`config.mk`:
```
export PLATFORM = sky130hd
export DESIGN_NAME = fp16_add_sequencer_flat
export DESIGN_NICKNAME = d
export VERILOG_FILES = /design/src/rtl/fp16_add_sequencer_if.sv /design/src/rtl/fp16_add_sequencer.sv /design/src/flat_wrapper.sv
export SDC_FILE = /design/constraint.sdc
export NUM_CORES = 1
export LEC_CHECK = 0
export ABC_AREA = 1
export BUFFER_PORTS_ARGS = -buffer_cell sky130_fd_sc_hd__buf_2
export CAP_MARGIN = 20
export CORE_UTILIZATION = 47
export CTS_CLUSTER_DIAMETER = 200
export DETAILED_ROUTE_END_ITERATION = 10
export GPL_TIMING_DRIVEN = 0
export PLACE_DENSITY = 0.65
export SLEW_MARGIN = 20
export SYNTH_ARGS = -nofsm -noshare
export SYNTH_HDL_FRONTEND = slang
export SYNTH_SLANG_ARGS = --single-unit
export TNS_END_PERCENT = 10
```
`constraint.sdc`:
```
create_clock -name clk -period 9.59 [get_ports clk]
set_input_delay 0.4795 -clock clk [delete_from_list [all_inputs] [get_ports clk]]
set_output_delay 0.4795 -clock clk [all_outputs]
set_load 0.01 [all_outputs]
```
`src/rtl/fp16_add_sequencer_if.sv`:
```
// fp16_add_sequencer_if: operand/result handshake bundle for the half-precision adder.
interface fp16_add_if;
    logic        in_valid;
    logic        in_ready;
    logic [15:0] a;
    logic [15:0] b;
    logic        out_valid;
    logic        out_ready;
    logic [15:0] sum;
    logic        busy;
    modport slave (input in_valid, a, b, out_ready, output in_ready, out_valid, sum, busy);
    modport master (output in_valid, a, b, out_ready, input in_ready, out_valid, sum, busy);
endinterface

```
`src/rtl/fp16_add_sequencer.sv`:
```
// fp16_add_sequencer: multi-cycle truncating half-precision adder (denormals flushed to zero).
module fp16_add_sequencer #(
    parameter logic [15:0] NAN_CODE = 16'h7E00
) (
    input logic clk,
    input logic reset,
    fp16_add_if.slave io
);
    localparam logic [2:0] IDLE = 3'd0, ALIGN = 3'd1, ADD = 3'd2, NORM = 3'd3, DONE = 3'd4;
    logic [2:0]  state_q, state_d;
    logic [15:0] a_q, a_d, b_q, b_d, sum_q, sum_d;
    logic        sign_q, sign_d, sub_q, sub_d;
    logic [4:0]  exp_q, exp_d;
    logic [10:0] big_q, big_d, sml_q, sml_d;
    logic [11:0] res_q, res_d;
    logic        swap, nan, inf_sign;
    logic [15:0] hi, lo;
    logic [10:0] hi_sig, lo_sig, dif11;
    logic [4:0]  diff;
    always_comb begin
        swap     = b_q[14:0] > a_q[14:0];
        hi       = swap ? b_q : a_q;
        lo       = swap ? a_q : b_q;
        hi_sig   = (hi[14:10] == 5'd0) ? 11'd0 : {1'b1, hi[9:0]};
        lo_sig   = (lo[14:10] == 5'd0) ? 11'd0 : {1'b1, lo[9:0]};
        diff     = hi[14:10] - lo[14:10];
        nan      = (a_q[14:10] == 5'h1F && a_q[9:0] != 10'd0) || (b_q[14:10] == 5'h1F && b_q[9:0] != 10'd0) ||
                   (a_q[14:10] == 5'h1F && b_q[14:10] == 5'h1F && a_q[15] != b_q[15]);
        inf_sign = (a_q[14:10] == 5'h1F) ? a_q[15] : b_q[15];
        // subtraction keeps only 11 bits: the carry out of the two's complement add is dropped
        dif11    = big_q + ~sml_q + 11'd1;
        state_d  = state_q;
        a_d      = a_q;
        b_d      = b_q;
        sum_d    = sum_q;
        sign_d   = sign_q;
        sub_d    = sub_q;
        exp_d    = exp_q;
        big_d    = big_q;
        sml_d    = sml_q;
        res_d    = res_q;
        case (state_q)
            IDLE: if (io.in_valid) begin
                a_d     = io.a;
                b_d     = io.b;
                state_d = ALIGN;
            end
            ALIGN: if (a_q[14:10] == 5'h1F || b_q[14:10] == 5'h1F) begin
                sum_d   = nan ? NAN_CODE : {inf_sign, 15'h7C00};
                state_d = DONE;
            end else begin
                big_d   = hi_sig;
                sml_d   = lo_sig >> diff;
                exp_d   = hi[14:10];
                sign_d  = hi[15];
                sub_d   = a_q[15] != b_q[15];
                state_d = ADD;
            end
            ADD: begin
                res_d   = sub_q ? {1'b0, dif11} : {1'b0, big_q} + {1'b0, sml_q};
                state_d = NORM;
            end
            NORM: if (res_q == 12'd0) begin
                sum_d   = 16'h0000;
                state_d = DONE;
            end else if (res_q[11]) begin
                sum_d   = (exp_q == 5'd30) ? {sign_q, 15'h7C00} : {sign_q, exp_q + 5'd1, res_q[10:1]};
                state_d = DONE;
            end else if (res_q[10]) begin
                sum_d   = {sign_q, exp_q, res_q[9:0]};
                state_d = DONE;
            end else begin
                res_d   = res_q << 1;
                exp_d   = exp_q - 5'd1;
                sum_d   = (exp_q == 5'd1) ? {sign_q, 15'h0000} : sum_q;
                state_d = (exp_q == 5'd1) ? DONE : NORM;
            end
            DONE: state_d = io.out_ready ? IDLE : DONE;
            default: state_d = IDLE;
        endcase
    end
    always_ff @(posedge clk) begin
        if (reset) begin
            state_q <= IDLE;
            a_q     <= 16'h0000;
            b_q     <= 16'h0000;
            sum_q   <= 16'h0000;
            sign_q  <= 1'b0;
            sub_q   <= 1'b0;
            exp_q   <= 5'd0;
            big_q   <= 11'd0;
            sml_q   <= 11'd0;
            res_q   <= 12'd0;
        end else begin
            state_q <= state_d;
            a_q     <= a_d;
            b_q     <= b_d;
            sum_q   <= sum_d;
            sign_q  <= sign_d;
            sub_q   <= sub_d;
            exp_q   <= exp_d;
            big_q   <= big_d;
            sml_q   <= sml_d;
            res_q   <= res_d;
        end
    end
    assign io.in_ready  = state_q == IDLE;
    assign io.out_valid = state_q == DONE;
    assign io.busy      = state_q != IDLE;
    assign io.sum       = sum_q;
endmodule
```
`src/flat_wrapper.sv`:
```
// flat-port wrapper written by rule: the top's interface ports become plain ports
module fp16_add_sequencer_flat 
#(
    parameter logic [15:0] NAN_CODE = 16'h7E00
)
  (clk, reset, io_in_valid, io_a, io_b, io_out_ready, io_in_ready, io_out_valid, io_sum, io_busy);
  fp16_add_if io_i ();
  input logic clk;
  input logic reset;
  input wire logic [$bits(io_i.in_valid)-1:0] io_in_valid;
  input wire logic [$bits(io_i.a)-1:0] io_a;
  input wire logic [$bits(io_i.b)-1:0] io_b;
  input wire logic [$bits(io_i.out_ready)-1:0] io_out_ready;
  output wire logic [$bits(io_i.in_ready)-1:0] io_in_ready;
  output wire logic [$bits(io_i.out_valid)-1:0] io_out_valid;
  output wire logic [$bits(io_i.sum)-1:0] io_sum;
  output wire logic [$bits(io_i.busy)-1:0] io_busy;
  assign io_i.in_valid = io_in_valid;
  assign io_i.a = io_a;
  assign io_i.b = io_b;
  assign io_i.out_ready = io_out_ready;
  assign io_in_ready = io_i.in_ready;
  assign io_out_valid = io_i.out_valid;
  assign io_sum = io_i.sum;
  assign io_busy = io_i.busy;
  fp16_add_sequencer #(.NAN_CODE(NAN_CODE)) u_core (.clk(clk), .reset(reset), .io(io_i));
endmodule
```
==> summary.md, run 1 <==
| Metric | Value |
|---|---|
| Max rail drop VDD | between 150 and 200 µV |
| Most common flop cell mapped by yosys | sky130_fd_sc_hd__dfxtp_1 |
| Combinational cell fraction of total power | 65.6% |
| Result of the run | completed |
| Worst hold path type | input port to flop |
| Busiest layer in global routing | met2 |
| Min Tclk post-route | 3.73 ns |
| Violation count after the first detailed-routing iteration | 350 |
| Count of pins over their slew limit | 0 |
| Wire length per cell after detailed routing | 14.7 µm |
| Combinational family with the most area after synthesis | simple AND/OR/NAND/NOR gates |
| Filler Cell Count | roughly 1.3k |
| Final count of hold timing violations | 0 |
| Tot GR Track Use | a little over a quarter |
| Global Route met2 Usage | around 44% |
| Antenna violations before repair | 0 |
| Count of buffers added by post-CTS timing repair for setup | 0 |
| Reg-to-Reg Start | u_core.a_q[12] |
| Reg-to-Reg End | u_core.sml_q[2] |
| Number of flops mapped to enable cells by yosys | 0 |
| Crit path capture type | flop |
| Clock tree from TritonCTS | built |
| Delay contributed by the slowest stage of the critical path | roughly 0.44 ns |
| Total number of H-tree levels | 3 |
| M3 GR Usage | about 3.9% |
| Final Util | a little over half |
| Worst setup path startpoint | u_core.a_q[12] |
| Routed Wire Length | 16700 µm |
| Biggest fanout along the worst timing path | 10 |
| Beginning of the worst hold path | io_out_ready |
| Syn avg cell area | about 6.8 µm² |
| Switching fraction of total power | 52.1% |
| Xor/xnor share of the synthesized area | approximately 1.9% |
| Multiplexer share of the synthesized area | less than 1% |
| Final number of setup-violating endpoints | 0 |
| Post-synthesis compound-gate area fraction | approximately 23% |
| Pre-antenna DRT Iters | 6 |
| Area of the multi-input gates | ~0.0036 mm² |
| Source-to-sink clock delay at the later pin of the worst-skew pair | around 0.36 ns |
| Sequential cell area fraction in the yosys report | a little under a third |
| Critical Path Source Type | flop |
| Residual antenna-violating net count after detailed routing | 0 |
| Via total after detailed routing | 5990 |
| Leakage | just over 0.003 µW |
| Number of buffers created by CTS | 9 |
| Internal cell power | between 1000 and 1500 µW |
| Total net switching power | between 1000 and 1500 µW |
| Cell count after synthesis | 890 |
| Post-detailed-placement half-perimeter wirelength | 13200 µm |
| Standard-cell row count | roughly 40 |
| Hold Buf Count CTS | 0 |
| Footprint of the flip-flops and latches | 0.00184 mm² |
| Post-synthesis simple-gate area fraction | 25.1% |
| Ordered cell list for the critical path | inv_1, ha_1, nand2_2, nor2_2, inv_2, nor2_4, nand4_4, nand2_4, buf_6, buf_6, nand2_2, o21ai_2, nand2_2, ha_1, clkbuf_1, inv_1, buf_2, nand3_1, nand3_1, nand3_1, nand2_1, a21oi_1 |
| Synth async-reset ratio | 0% |
| Critical path required time | approximately 10 ns |
| Slew Limit Headroom | between 20% and 30% |
| Hold WS | between 0.3 and 0.4 ns |
| Area Overhead vs Synth | 13.1% |
| Netlist area before placement | roughly 0.0061 mm² |
| Register clock-pin slew on the reported worst setup and hold paths | 0.07 ns |
| Die ar. | between 0.01 and 0.015 mm² |
| Count of different cell masters after synthesis | 50 |
| Layout cell share with drive strength beyond 1 | a little under an eighth |
| Setup clock skew after layout | 0.0145 ns |
| Die Wd | around 120 µm |
| Synthesis Warnings | 0 |
| Gates resized, CTS repair | 0 |
| Total of buffers placed on input and output ports | 54 |
| Buffering stage count on the worst path with inverters included | 7 |
| Cell count of the worst hold path | 4 |
| Global-route wire length before repair | between 20000 and 30000 µm |
| Mapped Nets | ~970 |
| DRC violations left | 0 |
| Largest net degree at the start of global routing | 16 |
| Most used cells in the layout excluding fill and tap cells | sky130_fd_sc_hd__nand2_1 (177), sky130_fd_sc_hd__inv_1 (118), sky130_fd_sc_hd__a21oi_1 (110) |
| Category of the critical setup timing path | flop to flop |
| WHS Endpoint | u_core.state_q[2] |
| Setup repair after global routing missed its margin | false |
| Total Nets Final | slightly above 1k |
| Power per standard cell area | slightly above 400 mW/mm² |
| Sequential share of power | about a fifth |
| Max-cap violations | 0 |
| Maximum frequency from static timing analysis | ~270 MHz |
| Core region area | 0.0126 mm² |
| Maximum buffer depth of the clock tree | 2 |
| Root Buffer | sky130_fd_sc_hd__clkbuf_16 |
| Share of total power in the clock network | a little over an eighth |
| Flop and latch count out of synthesis | just over 90 |
| Height of the die | approximately 120 µm |
| Count of antenna diodes in the layout | 0 |
| Met1 Resource Use GR | about a third |
| Setup total negative slack | 0 ns |
| Flop2flop setup slack | about 6 ns |
| Gate family responsible for the most delay along the worst path | buffers and inverters |
| Most common cell after layout, fill and taps aside | sky130_fd_sc_hd__nand2_1 |
| Share of the clock period used by the worst path | between 30% and 40% |
| RePlAce Congestion | around 0.9 |
| Adder and majority gate portion of the synthesized area | 9.09% |
| Worst Reg-to-Reg Cells | 22 |
| Initial standard-cell utilization of the core | around half |
| Via/cell ratio | roughly 5.3 |
| Measured slew at the worst slew-check pin | about 1.1 ns |
| Arr. time, crit path | around 4.0 ns |
| Crit-path slowest cell | sky130_fd_sc_hd__ha_1 |
| GR Overflow Total | 0 |
| Via count of the first global-routing pass | roughly 5.5k |
| Number of primary I/O pins | 55 |
| Number of clock sinks seen by CTS | a little over 90 |
==> per-stage QoR <==
| step | cell area (µm²) | setup WS (ns) | instances | total power, µW |
|---|---|---|---|---|
| after floorplan | 6080 | 6.50 | 890 | 1980 |
| after global placement | 6570 | 5.90 | 1116 | 2410 |
| after detailed placement | 6570 | 5.92 | 1116 | 2420 |
| after CTS | 6880 | 5.89 | 1132 | 2790 |
| after global routing | 6880 | 5.55 | 1132 | 3080 |
| final | 6880 | 5.86 | 1132 | 2800 |
==> registers in the layout, indices dropped and copies added, names as in the netlist <==
| name | cells |
|---|---|
| u_core.a_q | 16 |
| u_core.b_q | 16 |
| u_core.big_q | 11 |
| u_core.exp_q | 5 |
| u_core.io.sum | 16 |
| u_core.res_q | 12 |
| u_core.sign_q | 1 |
| u_core.sml_q | 11 |
| u_core.state_q | 3 |
| u_core.sub_q | 1 |
==> worst max path at each step <==
stage	to	slack, ns	depth (start not counted)
floorplan	u_core.sml_q[2]	6.50	22
global placement	u_core.sml_q[1]	5.90	22
detailed placement	u_core.sml_q[0]	5.92	22
CTS	u_core.sml_q[0]	5.89	22
global route	u_core.sml_q[2]	5.55	22
finish	u_core.sml_q[2]	5.86	22
==> layout make-up <==
type / count / area share [%]
plain buffers: 40 / 2.78
well taps: 172 / 3.13
inverters: 125 / 6.82
multi-input cells: 633 / 52.0
clock buffers: 11 / 3.67
clock inverters: 5 / 0.873
repair buffers: 54 / 3.93
flip-flops and latches: 92 / 26.8
==> cells by family (layout without fill, tap and decap cells) <==
family | Yosys count | in the layout
fa+ha+maj | 43 | 43
compound gates | 245 | 245
mux | 1 | 1
buf+inv | 165 | 235
xor+xnor | 12 | 12
flops | 92 | 92
simple gates | 332 | 332
==> cells in the mapped netlist, types with 3 or more instances <==
cell                         n  area share (%)
sky130_fd_sc_hd__o221ai_1    4            0.58
sky130_fd_sc_hd__nand3b_1    3            0.37
sky130_fd_sc_hd__o21ai_1     6            0.49
sky130_fd_sc_hd__o211ai_1   13             1.6
sky130_fd_sc_hd__a21oi_1   110             9.1
sky130_fd_sc_hd__nand2_4     3            0.56
sky130_fd_sc_hd__nand4_1    10             1.0
sky130_fd_sc_hd__nor2_1     34             2.1
sky130_fd_sc_hd__inv_1     118             7.3
sky130_fd_sc_hd__a211oi_1    4            0.49
sky130_fd_sc_hd__nand2_2     8            0.82
sky130_fd_sc_hd__a221oi_1    7             1.0
sky130_fd_sc_hd__o21ai_2     4            0.58
sky130_fd_sc_hd__xor2_1      9             1.3
sky130_fd_sc_hd__o21ai_0    75             6.2
sky130_fd_sc_hd__nor4_1      6            0.62
sky130_fd_sc_hd__nand3_1    75             6.2
sky130_fd_sc_hd__inv_2       5            0.31
sky130_fd_sc_hd__nor3_1      5            0.41
sky130_fd_sc_hd__buf_2       3            0.25
sky130_fd_sc_hd__o22ai_1     4            0.41
sky130_fd_sc_hd__buf_6       4            0.74
sky130_fd_sc_hd__a31oi_1     6            0.62
sky130_fd_sc_hd__dfxtp_1    92              30
sky130_fd_sc_hd__or2_2       3            0.31
sky130_fd_sc_hd__o21bai_1    3            0.37
sky130_fd_sc_hd__ha_1       41             8.4
sky130_fd_sc_hd__clkbuf_1   31             1.9
sky130_fd_sc_hd__nand2_1   177              11
==> routing by layer <==
layer	wire, µm	vias to the layer above
met5	0	-
met4	334	0
met3	517	21
met2	7880	119
met1	7940	2732
li1	-	3118
==> worst register-to-register path: stages (launching register included) <==
cell,delay [ns]
sky130_fd_sc_hd__dfxtp_1,0.38
sky130_fd_sc_hd__inv_1,0.09
sky130_fd_sc_hd__ha_1,0.44
sky130_fd_sc_hd__nand2_2,0.10
sky130_fd_sc_hd__nor2_2,0.12
sky130_fd_sc_hd__inv_2,0.06
sky130_fd_sc_hd__nor2_4,0.13
sky130_fd_sc_hd__nand4_4,0.14
sky130_fd_sc_hd__nand2_4,0.13
sky130_fd_sc_hd__buf_6,0.14
sky130_fd_sc_hd__buf_6,0.15
sky130_fd_sc_hd__nand2_2,0.06
sky130_fd_sc_hd__o21ai_2,0.07
sky130_fd_sc_hd__nand2_2,0.08
sky130_fd_sc_hd__ha_1,0.32
sky130_fd_sc_hd__clkbuf_1,0.36
sky130_fd_sc_hd__inv_1,0.16
sky130_fd_sc_hd__buf_2,0.22
sky130_fd_sc_hd__nand3_1,0.13
sky130_fd_sc_hd__nand3_1,0.08
sky130_fd_sc_hd__nand3_1,0.09
sky130_fd_sc_hd__nand2_1,0.07
sky130_fd_sc_hd__a21oi_1,0.12
==> power by group through the flow <==
stage / sequential, µW / combinational [µW] / clock (µW)
final: 590 / 1840 / 372
after global routing: 607 / 2080 / 389
after CTS: 589 / 1830 / 375
after detailed placement: 598 / 1820 / 0
after global placement: 595 / 1820 / 0
after floorplan: 568 / 1420 / 0
No activity file was read; power rests on OpenSTA's default activity.
==> run 2: changes to the inputs <==
--- a/config.mk
+++ b/config.mk
@@ -5,14 +5,14 @@
 export SDC_FILE = /design/constraint.sdc
 export NUM_CORES = 1
 export LEC_CHECK = 0
-export ABC_AREA = 1
+export ABC_AREA = 0
 export BUFFER_PORTS_ARGS = -buffer_cell sky130_fd_sc_hd__buf_2
 export CAP_MARGIN = 20
 export CORE_UTILIZATION = 47
 export CTS_CLUSTER_DIAMETER = 200
 export DETAILED_ROUTE_END_ITERATION = 10
 export GPL_TIMING_DRIVEN = 0
-export PLACE_DENSITY = 0.65
+export PLACE_DENSITY = 0.68
 export SLEW_MARGIN = 20
 export SYNTH_ARGS = -nofsm -noshare
 export SYNTH_HDL_FRONTEND = slang
==> constraint.sdc (replaced) <==
create_clock -name clk -period 3.06 [get_ports clk]
set_input_delay 0.153 -clock clk [delete_from_list [all_inputs] [get_ports clk]]
set_output_delay 0.153 -clock clk [all_outputs]
set_load 0.01 [all_outputs]
==> run 2 against run 1 <==
Net effect:
- largest cell class unchanged
- the flow now finishes with violations (negative setup slack)
- largest power group unchanged
- critical path type unchanged
- sequential share of layout area is 1.0 points lower
- utilization is 3.7 points higher
- first-iteration DRC count is 26% higher
- register-to-register slack worse by 6.1 ns
- clock-buffer cell count is 1 lower
- hold slack worse by 0.36 ns
- non-clock buffer count is 28 higher
- synthesized area is 0.23% lower
- critical endpoint is now u_core.sml_q[3]
- highest routed layer unchanged
- power is 74% higher
==> summary.md, run 2 <==
| Metric | Value |
|---|---|
| Most used cells in the layout excluding fill and tap cells | sky130_fd_sc_hd__nand2_1 (102), sky130_fd_sc_hd__nor2_1 (89), sky130_fd_sc_hd__a21oi_1 (87) |
| Pre-antenna DRT Iters | 5 |
| Most frequent cells after synthesis | sky130_fd_sc_hd__nand2_1 (103), sky130_fd_sc_hd__dfxtp_1 (92), sky130_fd_sc_hd__nor2_1 (90) |
| Clock tree from TritonCTS | built |
| Share of the clock period used by the worst path | 109% |
| Standard-cell row count | between 40 and 50 |
| Leakage | 0.00289 µW |
| Total of buffers placed on input and output ports | 53 |
| RePlAce Congestion | a little under 0.9 |
| Hold Buf Count CTS | 0 |
| Setup clock skew after layout | 0.00881 ns |
| Most common cell after layout, fill and taps aside | sky130_fd_sc_hd__nand2_1 |
| Via/cell ratio | ~5.6 |
| Power per standard cell area | 664 mW/mm² |
| Syn avg cell area | 7.56 µm² |
| Crit-path slowest cell | sky130_fd_sc_hd__or4_4 |
| Result of the run | finished with violations |
| Count of antenna diodes in the layout | 0 |
| Mapped Nets | approximately 880 |
| Via total after detailed routing | around 6k |
| Delay contributed by the slowest stage of the critical path | approximately 0.54 ns |
| Worst hold path type | input port to flop |
| Critical Path Source Type | flop |
| Count of different cell masters after synthesis | 65 |
| Max-cap violations | 0 |
| Measured slew at the worst slew-check pin | just under 0.8 ns |
| Via count of the first global-routing pass | 5503 |
| Die Wd | between 100 and 150 µm |
| DRC violations left | 0 |
| Ordered cell list for the critical path | inv_4, ha_4, nand4_1, or4_4, o21a_1, o31a_4, ha_4, nand2_2, o211ai_1, buf_4, a21o_1, clkbuf_4, and2_4, nor2b_1, o21ai_1, a21oi_1 |
| Tot GR Track Use | about a quarter |
| Violation count after the first detailed-routing iteration | 442 |
| Core region area | ~0.013 mm² |
| Root Buffer | sky130_fd_sc_hd__clkbuf_16 |
| Slew Limit Headroom | between 40% and 50% |
| Setup repair after global routing missed its margin | true |
| Biggest fanout along the worst timing path | 8 |
| Netlist area before placement | between 0.006 and 0.007 mm² |
| Number of primary I/O pins | 55 |
| Cell count after placement | between 1k and 1.5k |
| Area leader, netlist | sky130_fd_sc_hd__dfxtp_1 |
| Setup slack after layout | -0.270 ns |
| Min Tclk post-route | roughly 3.3 ns |
| Maximum buffer depth of the clock tree | 2 |
| Global-route wire length before repair | about 27000 µm |
| Cell count after synthesis | 803 |
| Category of the critical setup timing path | flop to flop |
| Most numerous cell in the Yosys netlist | sky130_fd_sc_hd__nand2_1 |
| Power, Total | slightly below 5000 µW |
| Hold WS | 0.0217 ns |
| GR Overflow Total | 0 |
| Most common cell on crit path | sky130_fd_sc_hd__ha_4 |
| Top cells by area in the synthesized netlist | sky130_fd_sc_hd__dfxtp_1 (30%), sky130_fd_sc_hd__ha_1 (8.5%), sky130_fd_sc_hd__a21oi_1 (7.3%) |
| Total Nets Final | 969 |
| Count of pins over their slew limit | 0 |
| Total number of H-tree levels | 3 |
| Flop and latch count out of synthesis | just over 90 |
| Register clock-pin slew on the reported worst setup and hold paths | ~0.070 ns |
| Buffering stage count on the worst path with inverters included | 3 |
| Routed Wire Length | 17000 µm |
| Synth top area share | a little under a third |
| Gate family responsible for the most delay along the worst path | simple AND/OR/NAND/NOR gates |
| Number of buffers created by CTS | 9 |
| Critical path required time | approximately 3.3 ns |
| Layout cell share with drive strength beyond 1 | 20.5% |
| Height of the die | 116 µm |
| Maximum frequency from static timing analysis | between 300 and 400 MHz |
| Most common flop cell mapped by yosys | sky130_fd_sc_hd__dfxtp_1 |
| Layout Cells excl Fill | roughly 1.1k |
| Synth async-reset ratio | 0% |
| Residual antenna-violating net count after detailed routing | 0 |
| Initial standard-cell utilization of the core | 48.1% |
| Final count of hold timing violations | 0 |
| Arr. time, crit path | between 3 and 4 ns |
| Failing checks | negative setup slack |
| Die ar. | 0.0134 mm² |
| Final number of setup-violating endpoints | 20 |
| Setup total negative slack | -3.69 ns |
| Number of flops mapped to enable cells by yosys | 0 |
| Post-detailed-placement half-perimeter wirelength | 12700 µm |
| Sequential cell area fraction in the yosys report | a little under a third |
| Crit path capture type | flop |
| Largest net degree at the start of global routing | 15 |
| Max rail drop VDD | around 420 µV |
| Synthesis Warnings | 0 |
| Source-to-sink clock delay at the later pin of the worst-skew pair | about 0.36 ns |
| Number of clock sinks seen by CTS | 92 |
| Wire length per cell after detailed routing | about 16 µm |
| Area Overhead vs Synth | 21.1% |
| Antenna violations before repair | 0 |
-- run 2: cell count changes after synthesis, sizes merged, moves of 10 or more --
cell	before	now
nor3	5	21
inv	123	55
nand3	78	22
nand2	188	103
mux2i	1	31
a211oi	4	14
a21oi	111	88
o21ai	85	36
a22oi	1	17
nor2	37	91
-- run 2: tightest hold or removal path: cells and delay by family --
| family | cells | cell delay [ns] |
|---|---|---|
| compound gates | 1 | 0.05 |
| simple gates | 1 | 0.04 |
| buf+inv | 1 | 0.09 |
-- run 2: per-stage QoR --
step	setup slack (ns)	cell area [µm²]	util, %
6_report	-0.270	7350	58.2
4_1_cts	-0.613	7060	56.0
3_3_place_gp	-0.769	6610	52.3
3_5_place_dp	-0.772	6610	52.3
2_1_floorplan	-0.418	6130	-
5_1_grt	-0.381	7350	58.2
-- run 2: worst paths after layout --
path | startpoint | to | slack, ns | cells after the start
min reg2reg | u_core.big_q[10] | u_core.big_q[10] | 0.47 | 2
min | io_a[11] | u_core.a_q[11] | 0.02 | 3
max | u_core.a_q[10] | u_core.sml_q[3] | -0.27 | 16
max reg2reg | u_core.a_q[10] | u_core.sml_q[3] | -0.27 | 16
-- run 2: cell families after synthesis --
kind of cell	share of synthesized area, %
compound gates	23.5
buf+inv	6.80
xor+xnor	1.15
flops	30.4
mux	6.78
fa+ha+maj	9.11
simple gates	22.3
-- run 2: layout make-up --
class	count	area (µm²)
sequential	92	1890
fill	1190	5270
timing repair buffer	79	464
clock buffer	10	239
clock inverter	5	52.6
multi-input combinational	609	4070
tap	172	215
buffer	43	200
inverter	56	220
-- run 2: power by group --
group	internal, µW	switching [µW]	leakage (µW)
Combinational	947	1320	0.00198
Sequential	1330	168	0.000761
Clock	646	464	0.000144
Total	2930	1950	0.00289
-- run 2: layer usage --
metal  GRT usage, %  wire length, µm
met5              0                0
met4           8.03              355
met3           5.39              732
met2           45.6             8210
met1           33.5             7740
-- run 2: what timing repair did --
item                                    in CTS  in global routing
endpoints found under the setup margin      22                 29
hold endpoints to repair                     0                  0
resized for setup                           20                 65
setup buffers                               12                 13
pin swaps                                   11                 13
cloned                                       1                  0
==> run 3: changes to the inputs <==
--- a/config.mk
+++ b/config.mk
@@ -13,6 +13,7 @@
 export DETAILED_ROUTE_END_ITERATION = 10
 export GPL_TIMING_DRIVEN = 0
 export PLACE_DENSITY = 0.68
+export REMOVE_ABC_BUFFERS = 1
 export SLEW_MARGIN = 20
 export SYNTH_ARGS = -nofsm -noshare
 export SYNTH_HDL_FRONTEND = slang
==> run 3 against run 2 <==
Net effect:
- the run still ends with negative setup slack left
- setup slack worse by 0.0087 ns
- clock-buffer cell count unchanged
- sequential share of layout area up 0.44 points
- via count down 3.1%
- non-clock buffer count down 40
- largest cell class unchanged
- highest routed layer unchanged
==> summary.md, run 3 (synthesized netlist as in run 2, its figures left out) <==
| Metric | Value |
|---|---|
| Most common cell after layout, fill and taps aside | sky130_fd_sc_hd__nand2_1 |
| Source-to-sink clock delay at the later pin of the worst-skew pair | 0.35 ns |
| GR Overflow Total | 0 |
| Reg-to-Reg Start | u_core.a_q[11] |
| Total Nets Final | 930 |
| Pre-antenna DRT Iters | 5 |
| Height of the die | 116 µm |
| Setup total negative slack | -2.38 ns |
| Count of antenna diodes in the layout | 0 |
| Share of total power in the clock network | 22.9% |
| Sequential share of power | between 30% and 40% |
| Biggest fanout along the worst timing path | 5 |
| Core region area | 0.0126 mm² |
| Cell count of the worst hold path | 3 |
| Via count of the first global-routing pass | between 5k and 6k |
| Worst Reg-to-Reg Cells | 14 |
| Root Buffer | sky130_fd_sc_hd__clkbuf_16 |
| Crit path capture type | flop |
| Failing checks | negative setup slack |
| Internal cell power | approximately 2900 µW |
| Result of the run | finished with violations |
| Residual antenna-violating net count after detailed routing | 0 |
| DRC violations left | 0 |
| Beginning of the worst hold path | io_a[11] |
| Layout cell share with drive strength beyond 1 | between 10% and 20% |
| Min Tclk post-route | 3.34 ns |
| Via total after detailed routing | slightly below 6k |
| Routed Wire Length | ~15000 µm |
| Critical path required time | approximately 3.3 ns |
| WHS Endpoint | u_core.a_q[11] |
| Arr. time, crit path | ~3.6 ns |
| Total net switching power | 1870 µW |
| Maximum buffer depth of the clock tree | 2 |
| Leakage | roughly 0.0028 µW |
| Max rail drop VDD | ~530 µV |
| Worst setup slack after placement | -1.78 ns |
| Number of clock sinks seen by CTS | 92 |
| Worst hold path type | input port to flop |
| Most used cells in the layout excluding fill and tap cells | sky130_fd_sc_hd__nand2_1 (102), sky130_fd_sc_hd__nor2_1 (89), sky130_fd_sc_hd__a21oi_1 (88) |
| Via/cell ratio | roughly 5.7 |
| Standard-cell row count | just over 40 |
| Final Util | 56.9% |
| Hold Buf Count CTS | 0 |
| Die ar. | ~0.013 mm² |
| Slew Limit Headroom | a little under a third |
| Final number of setup-violating endpoints | 11 |
| Count of pins over their slew limit | 0 |
| Number of buffers created by CTS | 9 |
| Category of the critical setup timing path | flop to flop |
| Post-detailed-placement half-perimeter wirelength | between 10000 and 15000 µm |
| Setup clock skew after layout | about 0.0093 ns |
| Max-cap violations | 0 |
| Register clock-pin slew on the reported worst setup and hold paths | 0.07 ns |
| Die Wd | between 100 and 150 µm |
| Filler Cell Count | 1178 |
| Final count of hold timing violations | 0 |
| Combinational cell fraction of total power | a little under half |
| Area Overhead vs Synth | 18.2% |
| Antenna violations before repair | 0 |
| Tot GR Track Use | 23.8% |
| Flop2flop setup slack | -0.28 ns |
| Initial standard-cell utilization of the core | between 40% and 50% |
| Measured slew at the worst slew-check pin | ~1.0 ns |
| Violation count after the first detailed-routing iteration | between 400 and 500 |
| Setup repair after global routing missed its margin | true |
| Largest net degree at the start of global routing | 66 |
| Clock tree from TritonCTS | built |
| Critical Path Source Type | flop |
| Setup slack after layout | -0.279 ns |
| Share of the clock period used by the worst path | 109% |
| Power per standard cell area | 664 mW/mm² |
| Total of buffers placed on input and output ports | 54 |
| Number of primary I/O pins | 55 |
| Switching fraction of total power | between 30 and 40% |
| Total number of H-tree levels | 3 |
| Global-route wire length before repair | between 20000 and 30000 µm |
| RePlAce Congestion | 0.884 |
| Hold WS | 0.0267 ns |
| Maximum frequency from static timing analysis | about 300 MHz |
| Wire length per cell after detailed routing | between 10 and 15 µm |
| Reg-to-Reg End | u_core.sml_q[2] |
## run 3: metal layers
layer	vias up	part of all wire [%]	global-route usage [%]
met5	-	0	0
met4	0	1.8	8.21
met3	29	4.3	4.39
met2	152	49	42.7
met1	2700	45	28.5
li1	2932	-	-
## run 3: worst max-delay path: stages (launching register included)
cell and delay, ns:
sky130_fd_sc_hd__dfxtp_4 0.38, sky130_fd_sc_hd__inv_1 0.09, sky130_fd_sc_hd__ha_4 0.29, sky130_fd_sc_hd__nand4_1 0.13, sky130_fd_sc_hd__or4_4 0.46, sky130_fd_sc_hd__o21a_4 0.15
sky130_fd_sc_hd__o31a_4 0.29, sky130_fd_sc_hd__ha_4 0.16, sky130_fd_sc_hd__nand2_2 0.06, sky130_fd_sc_hd__o211ai_1 0.15, sky130_fd_sc_hd__a211oi_2 0.26, sky130_fd_sc_hd__mux2i_2 0.30
sky130_fd_sc_hd__nor2b_4 0.23, sky130_fd_sc_hd__a32oi_1 0.11, sky130_fd_sc_hd__o22ai_1 0.20
## run 3: how the worst max path moves through the flow
stage | slack, ns | to | from | cells after the start
2_1_floorplan | -1.68 | u_core.sml_q[2] | u_core.a_q[10] | 14
3_3_place_gp | -2.43 | u_core.sml_q[1] | u_core.a_q[10] | 14
3_5_place_dp | -1.78 | u_core.sml_q[2] | u_core.a_q[10] | 14
4_1_cts | -0.25 | u_core.sml_q[2] | u_core.a_q[4] | 14
5_1_grt | -0.42 | u_core.sml_q[2] | u_core.a_q[4] | 14
6_report | -0.28 | u_core.sml_q[2] | u_core.a_q[11] | 14
## run 3: per-stage QoR
stage               std cells  power [µW]  area [µm²]
global placement          983        3250        6350
floorplan                 757        2860        5870
global route             1027        5050        7170
detailed placement        985        3340        6410
finish                   1027        4760        7170
CTS                      1024        4670        7130
## run 3: power by group through the flow
stage                     logic [µW]  clock network (µW)  registers, µW
final                           2170                1090           1500
after global routing            2370                1160           1520
after CTS                       2080                1100           1490
after detailed placement        1830                   0           1510
after global placement          1740                   0           1510
after floorplan                 1390                   0           1470
## run 3: final cells by class
class / count / area, µm² / share of cell area [%]
Inverter: 56 / 213 / 2.96
Tap cell: 172 / 215 / 3.00
Clock inverter: 5 / 53.8 / 0.750
Multi-Input combinational cell: 610 / 4060 / 56.6
Sequential cell: 92 / 1880 / 26.2
Clock buffer: 10 / 229 / 3.19
Timing Repair Buffer: 82 / 527 / 7.34
## run 3: what timing repair did
action | in CTS | in global routing
gates cloned | 1 | 0
pin swaps | 19 | 1
resized for setup | 63 | 9
endpoints found under the setup margin | 27 | 29
endpoints found under the hold margin | 0 | 0
setup buffers | 23 | 3
